`src/rtl/ip_periph_pkg.sv`:
```
// ip_periph shared definitions: register offsets, channel stride and the
// address-to-channel decode used by the top-level register file.
package ip_periph_pkg;

  localparam logic [3:0]  OFS_DATA  = 4'h0;
  localparam logic [3:0]  OFS_EVENT = 4'h4;
  localparam logic [3:0]  OFS_IRQEN = 4'h8;
  localparam logic [15:0] CH_STRIDE = 16'h0010;
  localparam int          STRIDE_SH = $clog2(CH_STRIDE);

  // Decoded access: channel index and byte offset inside the channel window
  typedef struct packed {
    logic [15:0] idx;
    logic [3:0]  ofs;
  } ch_sel_t;

  // Addresses below base wrap to a huge index, so they never match a channel
  function automatic ch_sel_t ch_decode(input logic [15:0] addr, input logic [15:0] base);
    logic [15:0] rel;
    ch_sel_t     sel;
    rel     = addr - base;
    sel.idx = rel >> STRIDE_SH;
    sel.ofs = rel[3:0];
    return sel;
  endfunction

endpackage

```
`src/rtl/ip_periph_debounce.sv`:
```
// ip_debounce: one input channel -- 2-flop synchroniser, stability counter
// and the debounced DATA word. o_chg flags the bits DATA flips this cycle.
module ip_debounce
  import ip_periph_pkg::*;
#(
  parameter int CH_W    = 32,
  parameter int DEB_CYC = 4
) (
  input  logic            i_clk,
  input  logic            i_rst,
  input  logic [CH_W-1:0] i_raw,
  output logic [CH_W-1:0] o_data,
  output logic [CH_W-1:0] o_chg
);

  localparam int CNT_W = $clog2(DEB_CYC + 1);

  logic [CH_W-1:0]  meta_reg, sync_reg, prev_reg;
  logic [CH_W-1:0]  data_reg, data_next;
  logic [CNT_W-1:0] cnt_reg, cnt_next;

  // Synchroniser chain, previous-cycle copy, counter and DATA
  always_ff @(posedge i_clk or negedge i_rst) begin
    if (!i_rst) begin
      meta_reg <= '0;
      sync_reg <= '0;
      prev_reg <= '0;
      cnt_reg  <= '0;
      data_reg <= '0;
    end else begin
      meta_reg <= i_raw;
      sync_reg <= meta_reg;
      prev_reg <= sync_reg;
      cnt_reg  <= cnt_next;
      data_reg <= data_next;
    end
  end

  // Count consecutive stable cycles of a word that differs from DATA; commit it
  // once the window is full. Any wobble or a match with DATA restarts the count.
  always_comb begin
    cnt_next  = cnt_reg;
    data_next = data_reg;
    if ((sync_reg != prev_reg) || (sync_reg == data_reg)) begin
      cnt_next = '0;
    end else if (cnt_reg == CNT_W'(DEB_CYC - 1)) begin
      data_next = sync_reg;
      cnt_next  = '0;
    end else begin
      cnt_next = cnt_reg + CNT_W'(1);
    end
  end

  assign o_data = data_reg;
  assign o_chg  = data_next ^ data_reg;

endmodule

```
`src/rtl/ip_periph.sv`:
```
// ip_periph: NUM_CH debounced input channels with per-channel DATA, sticky
// EVENT (write-1-to-clear) and IRQ_EN registers, plus a registered interrupt.
module ip_periph
  import ip_periph_pkg::*;
#(
  parameter int          NUM_CH    = 2,
  parameter int          CH_W      = 32,
  parameter logic [15:0] BASE_ADDR = 16'h7800,
  parameter int          DEB_CYC   = 4
) (
  input  logic                   i_clk,
  input  logic                   i_rst,
  input  logic [NUM_CH*CH_W-1:0] i_io_in,
  input  logic [15:0]            i_ip_addr,
  input  logic                   i_ip_wr,
  input  logic [31:0]            i_ip_wdata,
  output logic [31:0]            o_ip_data,
  output logic                   o_irq
);

  ch_sel_t              sel;
  logic                 ch_ok;
  logic [NUM_CH*32-1:0] rd_bus;
  logic [NUM_CH-1:0]    irq_ch;
  logic                 irq_reg, irq_next;

  assign sel   = ch_decode(i_ip_addr, BASE_ADDR);
  assign ch_ok = (sel.idx < 16'(NUM_CH));

  genvar gi;
  generate
    for (gi = 0; gi < NUM_CH; gi++) begin : g_ch
      logic            hit;
      logic [CH_W-1:0] data_w, chg_w, clr_w;
      logic [CH_W-1:0] event_reg, event_next;
      logic [CH_W-1:0] irqen_reg, irqen_next;
      logic [31:0]     rd_word;

      assign hit = ch_ok && (sel.idx == 16'(gi));

      ip_debounce #(
        .CH_W    (CH_W),
        .DEB_CYC (DEB_CYC)
      ) u_deb (
        .i_clk  (i_clk),
        .i_rst  (i_rst),
        .i_raw  (i_io_in[gi*CH_W +: CH_W]),
        .o_data (data_w),
        .o_chg  (chg_w)
      );

      // Register writes; a DATA change setting an EVENT bit beats a same-cycle clear
      always_comb begin
        clr_w      = '0;
        irqen_next = irqen_reg;
        if (i_ip_wr && hit && (sel.ofs == OFS_EVENT)) clr_w = i_ip_wdata[CH_W-1:0];
        if (i_ip_wr && hit && (sel.ofs == OFS_IRQEN)) irqen_next = i_ip_wdata[CH_W-1:0];
        event_next = (event_reg & ~clr_w) | chg_w;
      end

      // EVENT and IRQ_EN state
      always_ff @(posedge i_clk or negedge i_rst) begin
        if (!i_rst) begin
          event_reg <= '0;
          irqen_reg <= '0;
        end else begin
          event_reg <= event_next;
          irqen_reg <= irqen_next;
        end
      end

      // Read word for this channel, zero-extended; zero when not addressed
      always_comb begin
        rd_word = '0;
        if (hit) begin
          case (sel.ofs)
            OFS_DATA:  rd_word[CH_W-1:0] = data_w;
            OFS_EVENT: rd_word[CH_W-1:0] = event_reg;
            OFS_IRQEN: rd_word[CH_W-1:0] = irqen_reg;
            default:   rd_word = '0;
          endcase
        end
      end

      assign rd_bus[gi*32 +: 32] = rd_word;
      assign irq_ch[gi]          = |(event_reg & irqen_reg);
    end
  endgenerate

  // At most one channel drives a non-zero word, so OR-combine them
  always_comb begin
    o_ip_data = '0;
    for (int k = 0; k < NUM_CH; k++) o_ip_data = o_ip_data | rd_bus[k*32 +: 32];
  end

  assign irq_next = |irq_ch;

  // Interrupt output is registered
  always_ff @(posedge i_clk or negedge i_rst) begin
    if (!i_rst) irq_reg <= 1'b0;
    else        irq_reg <= irq_next;
  end

  assign o_irq = irq_reg;

endmodule
```
`config.mk`:
```
export PLATFORM = sky130hd
export DESIGN_NAME = ip_periph
export DESIGN_NICKNAME = d
export VERILOG_FILES = /design/src/rtl/ip_periph_pkg.sv /design/src/rtl/ip_periph_debounce.sv /design/src/rtl/ip_periph.sv
export SDC_FILE = /design/constraint.sdc
export NUM_CORES = 1
export LEC_CHECK = 0
export CAP_MARGIN = 40
export CORE_ASPECT_RATIO = 0.9
export CORE_MARGIN = 3
export CORE_UTILIZATION = 25
export CTS_BUF_LIST = sky130_fd_sc_hd__clkbuf_4 sky130_fd_sc_hd__clkbuf_8 sky130_fd_sc_hd__clkbuf_16
export CTS_CLUSTER_SIZE = 16
export DETAILED_ROUTE_END_ITERATION = 8
export PLACE_DENSITY_LB_ADDON = 0.12
export SLEW_MARGIN = 5
export SYNTH_ARGS = -nofsm -noshare
export SYNTH_HDL_FRONTEND = slang
export SYNTH_HIERARCHICAL = 1
export SYNTH_SLANG_ARGS = --single-unit
```
`constraint.sdc`:
```
create_clock -name i_clk -period 2.4 [get_ports i_clk]
set_input_delay 0.24 -clock i_clk [delete_from_list [all_inputs] [get_ports i_clk]]
set_output_delay 0.24 -clock i_clk [all_outputs]
set_load 0.005 [all_outputs]
```
# Word level (Yosys, flattened, before mapping)
# Cells that the tools add are included.
[totals]
reg_bits = 391
ramBits = 0
output_inout_bits = 33
mem_count = 0
mem_bits_ro = 0
latchBits = 0
[op_classes]
n_reduce_logical = 13
shifts = 0
n_addsub = 3
n_mul = 0
bitwise_logic = 11
mux = 14
div_mod_pow = 0
n_lt_le_gt_ge = 1
eq_ne = 9
[ops]
columns = ["op", "count"]
rows = [
  ["$mux W32", 8],
  ["$pmux W32 S3", 2],
  ["$and A32 B32 Y32", 4],
  ["$or A32 B32 Y32", 3],
  ["$eq A32 B32 Y1", 2],
  ["$ne A32 B32 Y1", 2],
  ["$not A32 Y32", 2],
  ["$reduce_or A64 Y1", 1],
  ["$xor A32 B32 Y32", 2],
  ["$logic_not A16 Y1", 1],
  ["$sub A16 B15 Y16 const B", 1],
  ["$eq A12 B1 Y1 const B", 1],
  ["$lt A12 B2 Y1 const B", 1],
  ["$mux W3", 4],
  ["$logic_and A1 B1 Y1", 8],
  ["$add A3 B1 Y3 const B", 2],
  ["$eq A3 B2 Y1 const B", 2],
  ["$eq A4 B3 Y1 const B", 1],
  ["$eq A4 B4 Y1 const B", 1],
  ["$logic_not A4 Y1", 1],
  ["$logic_or A1 B1 Y1", 2],
]

# Depth between registers and ports, before layout
# Gate-level depths: netlist of run 1.
[depth]
depth_word = 9
mapped_depth = 7
depth_no_buf = 6

# Cells and area by module
# Netlist of run 1, hierarchy kept.
[modules_own_cells]
columns = ["mod", "area_each_um2", "seq_area_each_um2", "cells_each", "instances"]
rows = [
  ["ip_debounce", 4675.7, 3278.1, 292, 2],
  ["ip_periph", 6817.8, 3228.1, 625, 1],
]

# Least setup slack after synthesis of run 1
# Ideal clock, no wire load.
[synth_path]
kind = "in2reg"
start = "in i_ip_addr[11]"
end = "reg g_ch[0].irqen_reg[10]"
cell_stages = 6
setup_time_ns = 0.125
setup_slack_ns = 0.361
n_path_buf = 1
t_required_ns = 2.275
arrival_ns = 1.914
cell_sequence = "ha_1 > nor4b_2 > o221ai_2 > nor4_4 > buf_4 > mux2_2"
[synth_between]
elab_chain_cells = 5
[synth_rtl]
columns = ["item", "line_no", "text"]
rows = [
  ["start, declared", "ip_periph.sv:14", "input logic [15:0] i_ip_addr,"],
  ["$sub A16 B15 Y16 (*)", "ip_periph_pkg.sv:21", "rel = addr - base;"],
  ["$lt A12 B2 Y1 / $logic_not A16 Y1 (equally long branches)", "ip_periph.sv:28, ip_periph.sv:39", ""],
  ["$logic_and A1 B1 Y1 (*)", "ip_periph.sv:39", "assign hit = ch_ok && (sel.idx == 16'(gi));"],
  ["$logic_and A1 B1 Y1 (*) (2 in a row)", "ip_periph.sv:57", "if (i_ip_wr && hit && (sel.ofs == OFS_IRQEN)) irqen_next = i_ip_wdata[CH_W-1:0];"],
  ["end signal, assigned", "ip_periph.sv:68", "irqen_reg <= irqen_next;"],
  ["end, declared", "ip_periph.sv:36", "logic [CH_W-1:0] irqen_reg, irqen_next;"],
]
# Every way passes the cells marked *; elsewhere a longest branch is shown, timed or not.
# A chain may end at the register's enable or synchronous reset.

# Worst setup path in the final report of run 1
[layout_path]
start = "reg g_ch[1].u_deb.data_reg[8]"
end = "reg g_ch[1].u_deb.data_reg[5]"
[layout_between]
elab_chain_cells = 3
[layout_rtl]
columns = ["item", "line_no", "text"]
rows = [
  ["start, declared", "ip_periph_debounce.sv:19", "logic [CH_W-1:0] data_reg, data_next;"],
  ["start signal, assigned", "ip_periph_debounce.sv:35", "data_reg <= data_next;"],
  ["$eq A32 B32 Y1", "ip_periph_debounce.sv:44", "if ((sync_reg != prev_reg) || (sync_reg == data_reg)) begin"],
  ["$logic_or A1 B1 Y1", "ip_periph_debounce.sv:44", ""],
  ["$mux W32", "ip_periph_debounce.sv:44", ""],
  ["named net g_ch[1].u_deb.data_next[5]", "ip_periph_debounce.sv:19", ""],
]
# The timed path passes the listed nets, and every way through them passes these cells.

==> out/results.ini, run 1 <==
[run_status]
outcome = finished with violations
violations = setup timing

[cts]
cts_tree = built
htree_levels = 2
cts.reportedPaths.clkPinSlew_ps = 60
clock_path_buffers = 3
cts.sinks = 391
clk_latency_ps = 570
numCtsBuffers = 47
root_buffer = clkbuf_16

[yosys]
synthDistinctLibCells = 40
synthMostInstantiatedCell = dfrtp_1
yosysSeqAreaShare_pct = 60.51
synth_top_area_share_pct = 60.51
yosys-top-cells-area = dfrtp_1 (61%), mux2_2 (7.5%), a22o_1 (4.3%)
synthArstFlopShare_pct = 100.0
synthFlopType = dfrtp_1
yosys-top-cells-count = dfrtp_1 (391), mux2_2 (108), a22o_1 (80)
synthCells = 1209
yosys_warnings = 6
synth_top_area_cell = dfrtp_1
ys_ff_latch = 391
synth_nets = 1327
syn_area_um2 = 16170
syn-mean-instance-area_um2 = 13.37
synth_edf_count = 0

[routing]
firstDrtPassIters = 5
drtAntennaViolNets = 0
drt-total-wl_um = 59040
via_per_inst = 4.763
wire_per_inst_um = 24.46
drt_iter0_markers = 822
vias = 11500
drc = 0

[power_and_ir_drop]
max-vdd-ir-drop_mv = 0.4759
power_density_nw_per_um2 = 694.2
total_power_mw = 15.64
leakage_nw = 10.14

[timing]
fin_skew_ps = 11.59
worst_pin_slew_ps = 858.7
period_share_pct = 102.4
slew_violations = 0
hold_violations = 0
relSlewSlack_pct = 42.76
min_period_ps = 2458
finalSetupViolCount = 31
hold_ws_ps = 103.5
fin_setup_tns_ps = -829.9
max_freq_mhz = 406.9
rsz0062_at_grt = true
layout_setup_ws_ps = -57.57

[setup_path]
worstPathArrival_ps = 2900
crit_type = reg -> reg
required_ps = 2850
startpoint_type = flip-flop
cp_max_fo = 14
end_kind = flip-flop

[floorplan]
start_util_pct = 25.52
die-area_um2 = 67770
pin_count = 148
die_h_um = 247.3
die_w_um = 274.1
rows = 87
core_area_um2 = 63350

[worst_hold_path]
hp-class = in -> reg

[global_routing]
grt_pass1_vias = 11980
grt_antenna_before_repair = 1
overflow = 0
grt_use_total_pct = 16.94
grt_max_degree = 87
grt_first_pass_wirelength_um = 83290

[flow_run]
cap_violations = 0

[placed_design]
place_ws_ps = -672.9
gp_congestion = 0.9191
dpl.hpwl_um = 42620
io_buffers = 147
dpl_cell_area_um2 = 19970
dp.cells = 2300

[finish]
layout-drive-gt1-share_pct = 32.06
area_growth_pct = 39.30
postLayoutCoreUtil_pct = 35.55
diodes = 0
final_cell_area_um2 = 22520
nets = 1649
stdcell_count = 2414

worst max-delay path, cell delays in order (launching register included):
cell and delay [ps]:
dfrtp_2 450, xor2_4 220, nor4_4 320, buf_4 150, nand4_1 190, o2111ai_4 320, buf_4 190, clkbuf_16 170
mux2_1 320
final timing paths:
path	from	depth (start not counted)	slack, ps	endpoint
setup / recovery	g_ch[1].u_deb/o_data[8]	8	-60	g_ch[1].u_deb/o_data[5]
hold / removal	i_io_in[59]	1	100	g_ch[1].u_deb/meta_reg[27]
setup reg to reg	g_ch[1].u_deb/o_data[8]	8	-60	g_ch[1].u_deb/o_data[5]
hold reg to reg	g_ch[1].u_deb/meta_reg[20]	0	350	g_ch[1].u_deb/sync_reg[20]
max in group asynchronous	i_rst	3	1390	g_ch[1].u_deb/sync_reg[24]
min in group asynchronous	i_rst	2	180	g_ch[1].u_deb/meta_reg[3]
area by class of cell:
type / count / area [um2]
Inverter: 3 / 11.26
Timing Repair Buffer: 339 / 3296
Multi-Input combinational cell: 749 / 6640
Clock buffer: 62 / 1380
Tap cell: 845 / 1057
Clock inverter: 25 / 347.8
Sequential cell: 391 / 9792
Fill cell: 6287 / 40830
cells in the final DEF (no fill, tap or decap), types with 4 or more instances in the layout:
master / n
clkbuf_8: 9
mux2_2: 75
clkbuf_4: 4
buf_2: 8
buf_12: 24
bufinv_16: 8
clkinvlp_4: 6
nor3b_1: 4
a21oi_1: 59
xnor2_1: 54
nor2b_2: 4
a21oi_2: 6
xnor2_2: 10
xor2_1: 61
nor2b_1: 63
a221oi_1: 16
clkbuf_2: 21
buf_4: 147
nor4_4: 8
nor4_1: 11
nand3_1: 32
mux2_4: 46
clkbuf_16: 58
dfrtp_1: 385
o22ai_1: 14
buf_6: 9
dfrtp_2: 6
o31ai_1: 64
a22o_1: 80
dlygate4sd2_1: 7
o22ai_2: 14
mux2_1: 7
nor4_2: 4
o22ai_4: 4
nand4_1: 24
clkdlybuf4s50_1: 106
clkinv_2: 9
nand2b_1: 63
per-layer routing:
| metal | vias up | global-route usage (%) | wire length [um] |
|---|---|---|---|
| met1 | 5987 | 25.57 | 29340 |
| met3 | 75 | 3.949 | 3990 |
| met5 | - | 0 | 18 |
| met4 | 2 | 3.871 | 1030 |
| met2 | 367 | 24.36 | 24660 |
| li1 | 5067 | - | - |
timing repair:
item                                   CTS  global route
resized for setup                       97           134
hold buffers                             1             0
setup endpoints to repair               82           126
setup buffers                            3            12
gates cloned                             1            10
endpoints found under the hold margin   82             0
pin swaps                                5             9
cell families (layout without fill, tap and decap cells):
kind of cell               count (synthesis)  after routing  synth area share (%)
AOI/OAI and AO/OA                        266            266                 12.17
adders and majority gates                  3              3                0.2322
DFF                                      391            391                 60.51
xor gates and xnor gates                 128            128                 6.933
and+or+nand+nor                          224            224                 9.170
muxes                                    128            128                 8.914
buffers and inverters                     69            429                 2.066
report_power, final:
part	total [mW]	internal, mW	switching (mW)
registers	6.88	6.76	0.124
clock network	7.86	4.91	2.95
logic	0.893	0.410	0.482
Note: power is estimated with default switching activity, not from simulation.
==> run 2, diff against run 1 <==
--- a/config.mk
+++ b/config.mk
@@ -5,7 +5,6 @@
 export SDC_FILE = /design/constraint.sdc
 export NUM_CORES = 1
 export LEC_CHECK = 0
-export CAP_MARGIN = 40
 export CORE_ASPECT_RATIO = 0.9
 export CORE_MARGIN = 3
 export CORE_UTILIZATION = 25
==> results of run 2 <==
The final DEF is identical to that of run 1; final timing and power are the same.
==> run 3, diff against run 2 <==
--- a/config.mk
+++ b/config.mk
@@ -5,6 +5,7 @@
 export SDC_FILE = /design/constraint.sdc
 export NUM_CORES = 1
 export LEC_CHECK = 0
+export CAP_MARGIN = 20
 export CORE_ASPECT_RATIO = 0.9
 export CORE_MARGIN = 3
 export CORE_UTILIZATION = 25
==> results of run 3 <==
The final DEF is identical to that of run 1; final timing and power are the same.
